[src/rtl/rv32i_types.sv]
// rtl/rv32i_types.sv - shared pipeline types: latency encoding and ID stall mux select
package rv32i_types;

    localparam int MAX_LAT_DEF = 4;
    localparam int CNT_W_DEF   = $clog2(MAX_LAT_DEF + 1);

    typedef logic [CNT_W_DEF-1:0] lat_t;

    // All-ones marks a variable-latency destination that retires only on explicit writeback.
    localparam lat_t LAT_VAR  = '1;
    localparam lat_t LAT_LOAD = lat_t'(2);
    localparam lat_t LAT_MUL  = lat_t'(3);

    typedef enum logic {
        control_out = 1'b0,
        stall_out   = 1'b1
    } ctrl_mux_t;

endpackage

[src/rtl/scoreboard_entry.sv]
// rtl/scoreboard_entry.sv - one register's pending-write countdown (set > var clear > decrement)
module scoreboard_entry #(
    parameter int CNT_W = 3
) (
    input  logic             clk_i,
    input  logic             rst_i,
    input  logic             freeze_i,
    input  logic             set_i,
    input  logic [CNT_W-1:0] set_val_i,
    input  logic             clr_i,
    output logic             busy_o,
    output logic             is_var_o
);

    localparam logic [CNT_W-1:0] CNT_VAR = '1;

    logic [CNT_W-1:0] cnt_q, cnt_d;

    // set_i arrives already qualified by ~freeze; the var clear deliberately is not.
    always_comb begin
        cnt_d = cnt_q;
        if (!freeze_i && cnt_q != '0 && cnt_q != CNT_VAR) begin
            cnt_d = cnt_q - 1'b1;
        end
        if (clr_i && cnt_q == CNT_VAR) begin
            cnt_d = '0;
        end
        if (set_i) begin
            cnt_d = set_val_i;
        end
    end

    always_ff @(posedge clk_i) begin
        if (rst_i) begin
            cnt_q <= '0;
        end else begin
            cnt_q <= cnt_d;
        end
    end

    assign busy_o   = (cnt_q != '0);
    assign is_var_o = (cnt_q == CNT_VAR);

endmodule

[src/rtl/hazard_scoreboard.sv]
// rtl/hazard_scoreboard.sv - ID-stage latency scoreboard driving stall controls; HAZARD_PERF_EN adds a stall counter
module hazard_scoreboard
    import rv32i_types::*;
#(
    parameter int NUM_REGS = 32,
    parameter int ADDR_W   = $clog2(NUM_REGS),
    parameter int MAX_LAT  = MAX_LAT_DEF,
    parameter int CNT_W    = $clog2(MAX_LAT + 1)
) (
    input  logic              clk,
    input  logic              rst,
    input  logic              freeze,
    input  logic              flush,
    input  logic              issue_valid,
    input  logic [ADDR_W-1:0] rs1_addr,
    input  logic [ADDR_W-1:0] rs2_addr,
    input  logic              rs1_used,
    input  logic              rs2_used,
    input  logic [ADDR_W-1:0] rd_addr,
    input  logic              rd_we,
    input  logic [CNT_W-1:0]  issue_lat,
    input  logic              wb_var_valid,
    input  logic [ADDR_W-1:0] wb_var_rd,
    output ctrl_mux_t         ctrl_mux,
    output logic              id_reg_we,
    output logic              pc_we,
    output logic              var_busy,
    output logic [31:0]       perf_stall_cnt
);

    localparam logic [CNT_W-1:0] CNT_VAR = '1;

    logic [NUM_REGS-1:0] busy;
    logic [NUM_REGS-1:0] is_var;
    logic                src_hz;
    logic                waw_hz;
    logic                stall;
    logic                issue_fire;
    logic [CNT_W-1:0]    set_val;

    assign busy[0]   = 1'b0;
    assign is_var[0] = 1'b0;

    for (genvar r = 1; r < NUM_REGS; r++) begin : g_entry
        scoreboard_entry #(
            .CNT_W (CNT_W)
        ) u_entry (
            .clk_i     (clk),
            .rst_i     (rst),
            .freeze_i  (freeze),
            .set_i     (issue_fire && rd_addr == ADDR_W'(r)),
            .set_val_i (set_val),
            .clr_i     (wb_var_valid && wb_var_rd == ADDR_W'(r)),
            .busy_o    (busy[r]),
            .is_var_o  (is_var[r])
        );
    end

    assign src_hz = (rs1_used && rs1_addr != '0 && busy[rs1_addr]) ||
                    (rs2_used && rs2_addr != '0 && busy[rs2_addr]);
    // Only a variable-latency writer can be overtaken; fixed latencies retire in order.
    assign waw_hz = rd_we && rd_addr != '0 && is_var[rd_addr];
    assign stall  = issue_valid && !flush && (src_hz || waw_hz);

    // Latency 1 is fully covered by forwarding, so it never occupies the scoreboard.
    assign issue_fire = issue_valid && !flush && !stall && !freeze && rd_we &&
                        rd_addr != '0 && issue_lat != CNT_W'(1);
    assign set_val    = (issue_lat == '0) ? CNT_VAR : issue_lat - 1'b1;

    assign ctrl_mux  = stall ? stall_out : control_out;
    assign id_reg_we = !stall;
    assign pc_we     = !stall;
    assign var_busy  = |is_var;

    always_ff @(posedge clk) begin
        if (!rst && issue_fire) begin
            assert (issue_lat <= CNT_W'(MAX_LAT));
        end
    end

`ifdef HAZARD_PERF_EN
    logic [31:0] perf_q, perf_d;

    always_comb begin
        perf_d = perf_q;
        if (stall && !freeze && perf_q != '1) begin
            perf_d = perf_q + 32'd1;
        end
    end

    always_ff @(posedge clk) begin
        if (rst) begin
            perf_q <= '0;
        end else begin
            perf_q <= perf_d;
        end
    end

    assign perf_stall_cnt = perf_q;
`else
    assign perf_stall_cnt = '0;
`endif

endmodule

[config.mk]
export PLATFORM = sky130hd
export DESIGN_NAME = hazard_scoreboard
export DESIGN_NICKNAME = d
export VERILOG_FILES = /design/src/rtl/rv32i_types.sv /design/src/rtl/scoreboard_entry.sv /design/src/rtl/hazard_scoreboard.sv
export SDC_FILE = /design/constraint.sdc
export NUM_CORES = 1
export LEC_CHECK = 0
export BUFFER_PORTS_ARGS = -buffer_cell sky130_fd_sc_hd__buf_2
export CAP_MARGIN = 10
export CORE_ASPECT_RATIO = 1.2
export CORE_MARGIN = 4
export CORE_UTILIZATION = 60
export CTS_BUF_LIST = sky130_fd_sc_hd__clkbuf_2
export DETAILED_ROUTE_END_ITERATION = 7
export PLACE_DENSITY_LB_ADDON = 0.25
export SLEW_MARGIN = 20
export SYNTH_ARGS = -nofsm -noshare
export SYNTH_HDL_FRONTEND = slang
export SYNTH_SLANG_ARGS = --single-unit
[constraint.sdc]
create_clock -name clk -period 5.1 [get_ports clk]
set_input_delay 1.02 -clock clk [delete_from_list [all_inputs] [get_ports clk]]
set_output_delay 1.02 -clock clk [all_outputs]
set_load 0.05 [all_outputs]
==> flow_summary.toml, run 1 <==
[outcome]
status = "complete, no violations"

[yosys]
synth.avg_cell_area_um2 = 8.62
synth_xor_area_share_pct = 3.67
synth_ff_type = "dfxtp_1"
syn_area_um2 = 8830
synth_compound_area_share_pct = 13.8
synth_top_family_by_area = "simple AND/OR/NAND/NOR gates"
synth_top_area_share_pct = 21.1
synthAdderAreaFrac_pct = 13.6
ys_top_cells_by_area = "dfxtp_1 21%, ha_1 14%, mux2i_1 7.6%, nand2_1 4.0%, mux2_1 3.7%"
synth_cells = 1025
synth.distinct_cells = 67
synthArstFlopShare_pct = 0
ys_seq_area_share_pct = 21.1
synth_simple_gate_area_share_pct = 25.0
synth_seq_cells = 93
yosysWarnings = 0
synthMuxAreaShare_pct = 14.5
yosys.area.top_type = "dfxtp_1"
synth-edff-count = 0

[timing]
worst_slew_pin_slew_ns = 1.06
period_needed_ns = 4.44
hold_viol_final = 0
finalSetupViolations = 0
fmax_mhz = 225
max_slew_margin_pct = 29.0
rsz0062_at_grt = "false"
skew_ns = 0.0293
tns_ns = 0
period_share_pct = 87.0
slew_viol_final = 0

[clock_tree]
clkSinkCount = 93
cts_max_level = 3
clk_pin_slew_ns = 0.25
cts_tree = "done"
clockRootBuffer = "clkbuf_2"
cts_setup_buffers = 0
clock_path_buffers = 2
cts_hold_buf = 0
insertion_delay_ns = 0.64
cts_buffers = 9
cts_resized = 0

[finish]
layout_common_cells = "96 x ha_1, 93 x nand2_1, 93 x dfxtp_1"
fin_nets = 1159
area_delta_synth_final_pct = 2.21
largest-register = "g_entry.u_entry.cnt_q"
drive_gt1_share_pct = 9.85
largest_register_ffs = 93
final_common_cell = "ha_1"
top_regs = "g_entry.u_entry.cnt_q: 93 flops"

[global_routing]
track_usage_pct = 27.5
grt_pass1_wl_um = 36500
grt_pass1_vias = 7060
antenna_found_initial = 1
grt_max_degree = 59
overflow = 0

[placed_design]
place_congestion = 0.959
place.detailed.hpwl_um = 17000
port_buffers = 35

[job]
max_cap_violations = 0

[min_path]
holdCritPathClass = "reg -> reg"

[pwr]
p_per_area_nw_per_um2 = 463
ir_drop_uv = 232
finalPower_mw = 4.18
p_leak_nw = 3.87

[worst_setup_path]
start_kind = "flip-flop"
crit_fanout = 3
path_class = "reg -> out"
cp-end-kind = "primary output"
arrival_ns = 3.42
required_ns = 4.08

[detailed_routing]
dr.pass1.iters = 5
postRouteAntennaNets = 0
route.vias.total = 7466
drc_errors = 0
drt_iter0_markers = 503
avgRoutedWirePerCell_um = 18.9
avgViaCountPerCell = 6.16
totalWireLength_um = 22900

[die]
num_rows = 48
coreArea_um2 = 14400
die_width_um = 119
io_pins = 68
die-area_um2 = 16700
die_y_um = 141
initial_core_util_pct = 61.3
synthesized netlist by cell type (all sizes together), types with 16 or more instances:
cell type  count
buf           50
nand2         93
dfxtp         93
nand2b        45
xnor2         34
nand4         17
mux2i         67
clkbuf        30
ha            96
inv           69
nor3          33
nor2b         29
nor3b         19
a21oi         22
nor2          57
o21ai         32
mux2          32
o211ai        18
and2          16
nand3         20
report_power, final:
group / switching, mW / total [mW] / leakage [nW] / internal, mW
Clock: 0.267 / 0.327 / 0.0566 / 0.0604
Sequential: 0.257 / 1.28 / 0.759 / 1.03
Combinational: 1.47 / 2.57 / 3.06 / 1.09
layer usage:
metal / GRT usage [%] / wire, um / up-vias / share of wire (%)
li1: - / - / 3593 / -
met1: 34.3 / 9570 / 3519 / 42
met2: 45.5 / 10700 / 286 / 47
met3: 3.65 / 1390 / 68 / 6.1
met4: 16.0 / 1200 / 0 / 5.3
met5: 0 / 0 / - / 0
stage by stage:
step / hold WS (ns) / util [%] / std cells / worst slack (ns) / area, um2
2_1_floorplan: 0.550 / - / 1056 / 0.513 / 8950
3_3_place_gp: 0.577 / 62.1 / 1195 / 0.865 / 8950
3_5_place_dp: 0.597 / 62.1 / 1195 / 0.835 / 8950
4_1_cts: 0.630 / 62.6 / 1211 / 0.654 / 9030
5_1_grt: 0.663 / 62.6 / 1212 / 0.491 / 9030
6_report: 0.628 / 62.6 / 1212 / 0.664 / 9030
worst max-delay path, stage by stage, from the launching register on:
cell and delay [ns]:
dfxtp_1 0.39, inv_1 0.09, ha_1 0.21, nor2b_1 0.19
mux2_1 0.30, mux4_2 0.51, a2111oi_4 0.42, a211oi_4 0.07
a31o_1 0.29, inv_2 0.06, buf_2 0.25
final timing paths:
check / from / endpoint / slack (ns) / depth (start not counted)
max: g_entry[15].u_entry.cnt_q[0] / ctrl_mux / 0.66 / 10
min: g_entry[2].u_entry.cnt_q[2] / g_entry[2].u_entry.cnt_q[2] / 0.63 / 3
max reg2reg: g_entry[29].u_entry.cnt_q[0] / g_entry[17].u_entry.cnt_q[0] / 1.59 / 10
min reg2reg: g_entry[2].u_entry.cnt_q[2] / g_entry[2].u_entry.cnt_q[2] / 0.63 / 3
kinds of logic after synthesis:
kind of cell    Yosys count
simple gates            373
compound gates          166
buf+inv                 149
mux                     110
fa+ha+maj                96
flops                    93
xor+xnor                 37
other cells               1
final cells by class:
cell class                 instances  area [um2]
timing repair buffer              44         243
clock inverter                     6        30.0
clock buffer                      10        50.0
fill                            1283        5380
multi-input combinational        814        6360
inverter                          69         259
antenna                            1        2.50
tap                              175         219
sequential                        93        1860
Note: power is estimated with default switching activity, not from simulation.
==> run 2: changes to the inputs <==
PLACE_DENSITY = 0.8   (was default)
PLACE_DENSITY_LB_ADDON = default   (was 0.25)
==> run 2 against run 1 <==
  * Non-clock buffer count shrank 1
  * Via count grew 0.86%
  * First-iteration DRC count grew 37%
  * Routed wire length shrank 0.93%
  * Die area is the same
  * Power is the same
  * Worst setup slack lost 0.0068 ns
  * Register-to-register slack lost 0.06 ns
  * Sequential share of layout area is essentially flat
  * Critical path type unchanged
  * Largest power group unchanged
==> flow_summary.toml, run 2 (synthesis gave the netlist of run 1 again) <==
[global_routing]
use_met2_pct = 44.9
grt_pass1_vias = 7176
grt_max_degree = 59
grt_pass1_wl_um = 35900
top_usage_layer = "met2"
antenna_found_initial = 2
use_met1_pct = 31.2
track_usage_pct = 26.7
overflow = 0
gr-usage-met3_pct = 5.02

[clock_tree]
insertion_delay_ns = 0.65
cts_max_level = 3
cts_hold_buf = 0
clk_pin_slew_ns = 0.25
cts_tree = "done"
clockRootBuffer = "clkbuf_2"
cts_resized = 0
clkSinkCount = 93
cts_buffers = 9
cts_setup_buffers = 0
clock_path_buffers = 2

[timing]
period_share_pct = 87.1
setup_ws_ns = 0.657
max_slew_margin_pct = 28.4
finalSetupViolations = 0
slew_viol_final = 0
tns_ns = 0
hold_ws_ns = 0.619
worst_slew_pin_slew_ns = 1.07
rsz0062_at_grt = "false"
fmax_mhz = 225
skew_ns = 0.0251
period_needed_ns = 4.44
hold_viol_final = 0

[detailed_routing]
drc_errors = 0
drt_iter0_markers = 691
postRouteAntennaNets = 0
avgRoutedWirePerCell_um = 18.7
route.vias.total = 7530
avgViaCountPerCell = 6.22
dr.pass1.iters = 6
totalWireLength_um = 22700

[die]
die_width_um = 119
num_rows = 48
io_pins = 68
initial_core_util_pct = 61.3
die_y_um = 141
coreArea_um2 = 14400
die-area_um2 = 16700

[pwr]
p_per_area_nw_per_um2 = 463
intPower_mw = 2.18
finalPower_mw = 4.18
p_seq_share_pct = 30.8
p_leak_nw = 3.87
pwr-share-comb_pct = 61.3
p_sw_mw = 1.99
p_sw_share_pct = 47.7
ir_drop_uv = 257
p_clk_share_pct = 7.9

[placed_design]
dp_slack_ns = 0.830
port_buffers = 35
place_congestion = 0.981
dp_cells = 1194
place.detailed.hpwl_um = 16800

[finish]
multi_input_area_um2 = 6360
fillCellCount = 1264
area_delta_synth_final_pct = 2.08
final_common_cell = "ha_1"
layout_common_cells = "96 x ha_1, 93 x nand2_1, 93 x dfxtp_1"
largest_register_ffs = 93
largest-register = "g_entry.u_entry.cnt_q"
drive_gt1_share_pct = 9.77
fin_nets = 1158
top_regs = "g_entry.u_entry.cnt_q: 93 flops"
final_cells = 1211
seqCellArea_um2 = 1860

[worst_setup_path]
crit_path_end = "ctrl_mux"
arrival_ns = 3.42
start_kind = "flip-flop"
path_class = "reg -> out"
cp-end-kind = "primary output"
timing.rr.start = "g_entry[25].u_entry.cnt_q[0]"
r2r_slack_ns = 1.53
critPathSlowestCell = "mux4_2"
crit_chain = "inv_1, ha_1, nor2b_1, mux2_1, mux4_2, a2111oi_4, a211oi_4, a31o_1, inv_2, buf_2"
crit_path_max_incr_delay_ns = 0.50
crit_path_start = "g_entry[15].u_entry.cnt_q[0]"
r2r_end = "g_entry[17].u_entry.cnt_q[0]"
crit_fanout = 3
required_ns = 4.08
r2r_cells = 10

[job]
max_cap_violations = 0

[min_path]
worstHoldStart = "g_entry[2].u_entry.cnt_q[2]"
holdCritPathClass = "reg -> reg"

[outcome]
status = "complete, no violations"
## run 2: worst min path at each step
stage	to	slack (ns)	cells after the start
after floorplan	g_entry[2].u_entry.cnt_q[2]	0.55	3
after global placement	g_entry[2].u_entry.cnt_q[2]	0.57	3
after detailed placement	g_entry[2].u_entry.cnt_q[2]	0.59	3
after CTS	g_entry[2].u_entry.cnt_q[2]	0.62	3
after global routing	g_entry[9].u_entry.cnt_q[1]	0.65	2
final	g_entry[2].u_entry.cnt_q[2]	0.62	3
## run 2: through the flow
stage / instance area, um2 / utilization, %
2_1_floorplan: 8950 / -
3_3_place_gp: 8940 / 62.0
3_5_place_dp: 8940 / 62.0
4_1_cts: 9010 / 62.5
5_1_grt: 9020 / 62.6
6_report: 9020 / 62.6
## run 2: layout make-up
type                    count  share of cell area, %
inverters                  69                   2.87
flip-flops and latches     93                   20.6
clock buffers              12                  0.666
diodes                      2                 0.0555
repair buffers             43                   2.61
multi-input cells         814                   70.6
clock inverters             3                  0.153
well taps                 175                   2.43
## run 2: power groups by stage
stage                     Combinational (mW)  Sequential (mW)  Clock, mW
after detailed placement                2.52             1.30          0
final                                   2.56             1.29      0.330
after global routing                    2.84             1.33      0.360
after floorplan                         2.05             1.24          0
after global placement                  2.44             1.28          0
after CTS                               2.54             1.28      0.335
## run 2: routing by layer
layer	vias up	share of wire [%]
li1	3578	-
met4	0	5.9
met2	349	46
met5	-	0
met3	81	7.8
met1	3522	40
## run 2: worst max-delay path, delay by kind of cell, from the launching register on
kind / cells / cell delay [ns]
muxes: 2 / 0.81
AOI/OAI and AO/OA: 3 / 0.76
DFF: 1 / 0.40
buffers and inverters: 3 / 0.40
adders and majority gates: 1 / 0.22
and+or+nand+nor: 1 / 0.19
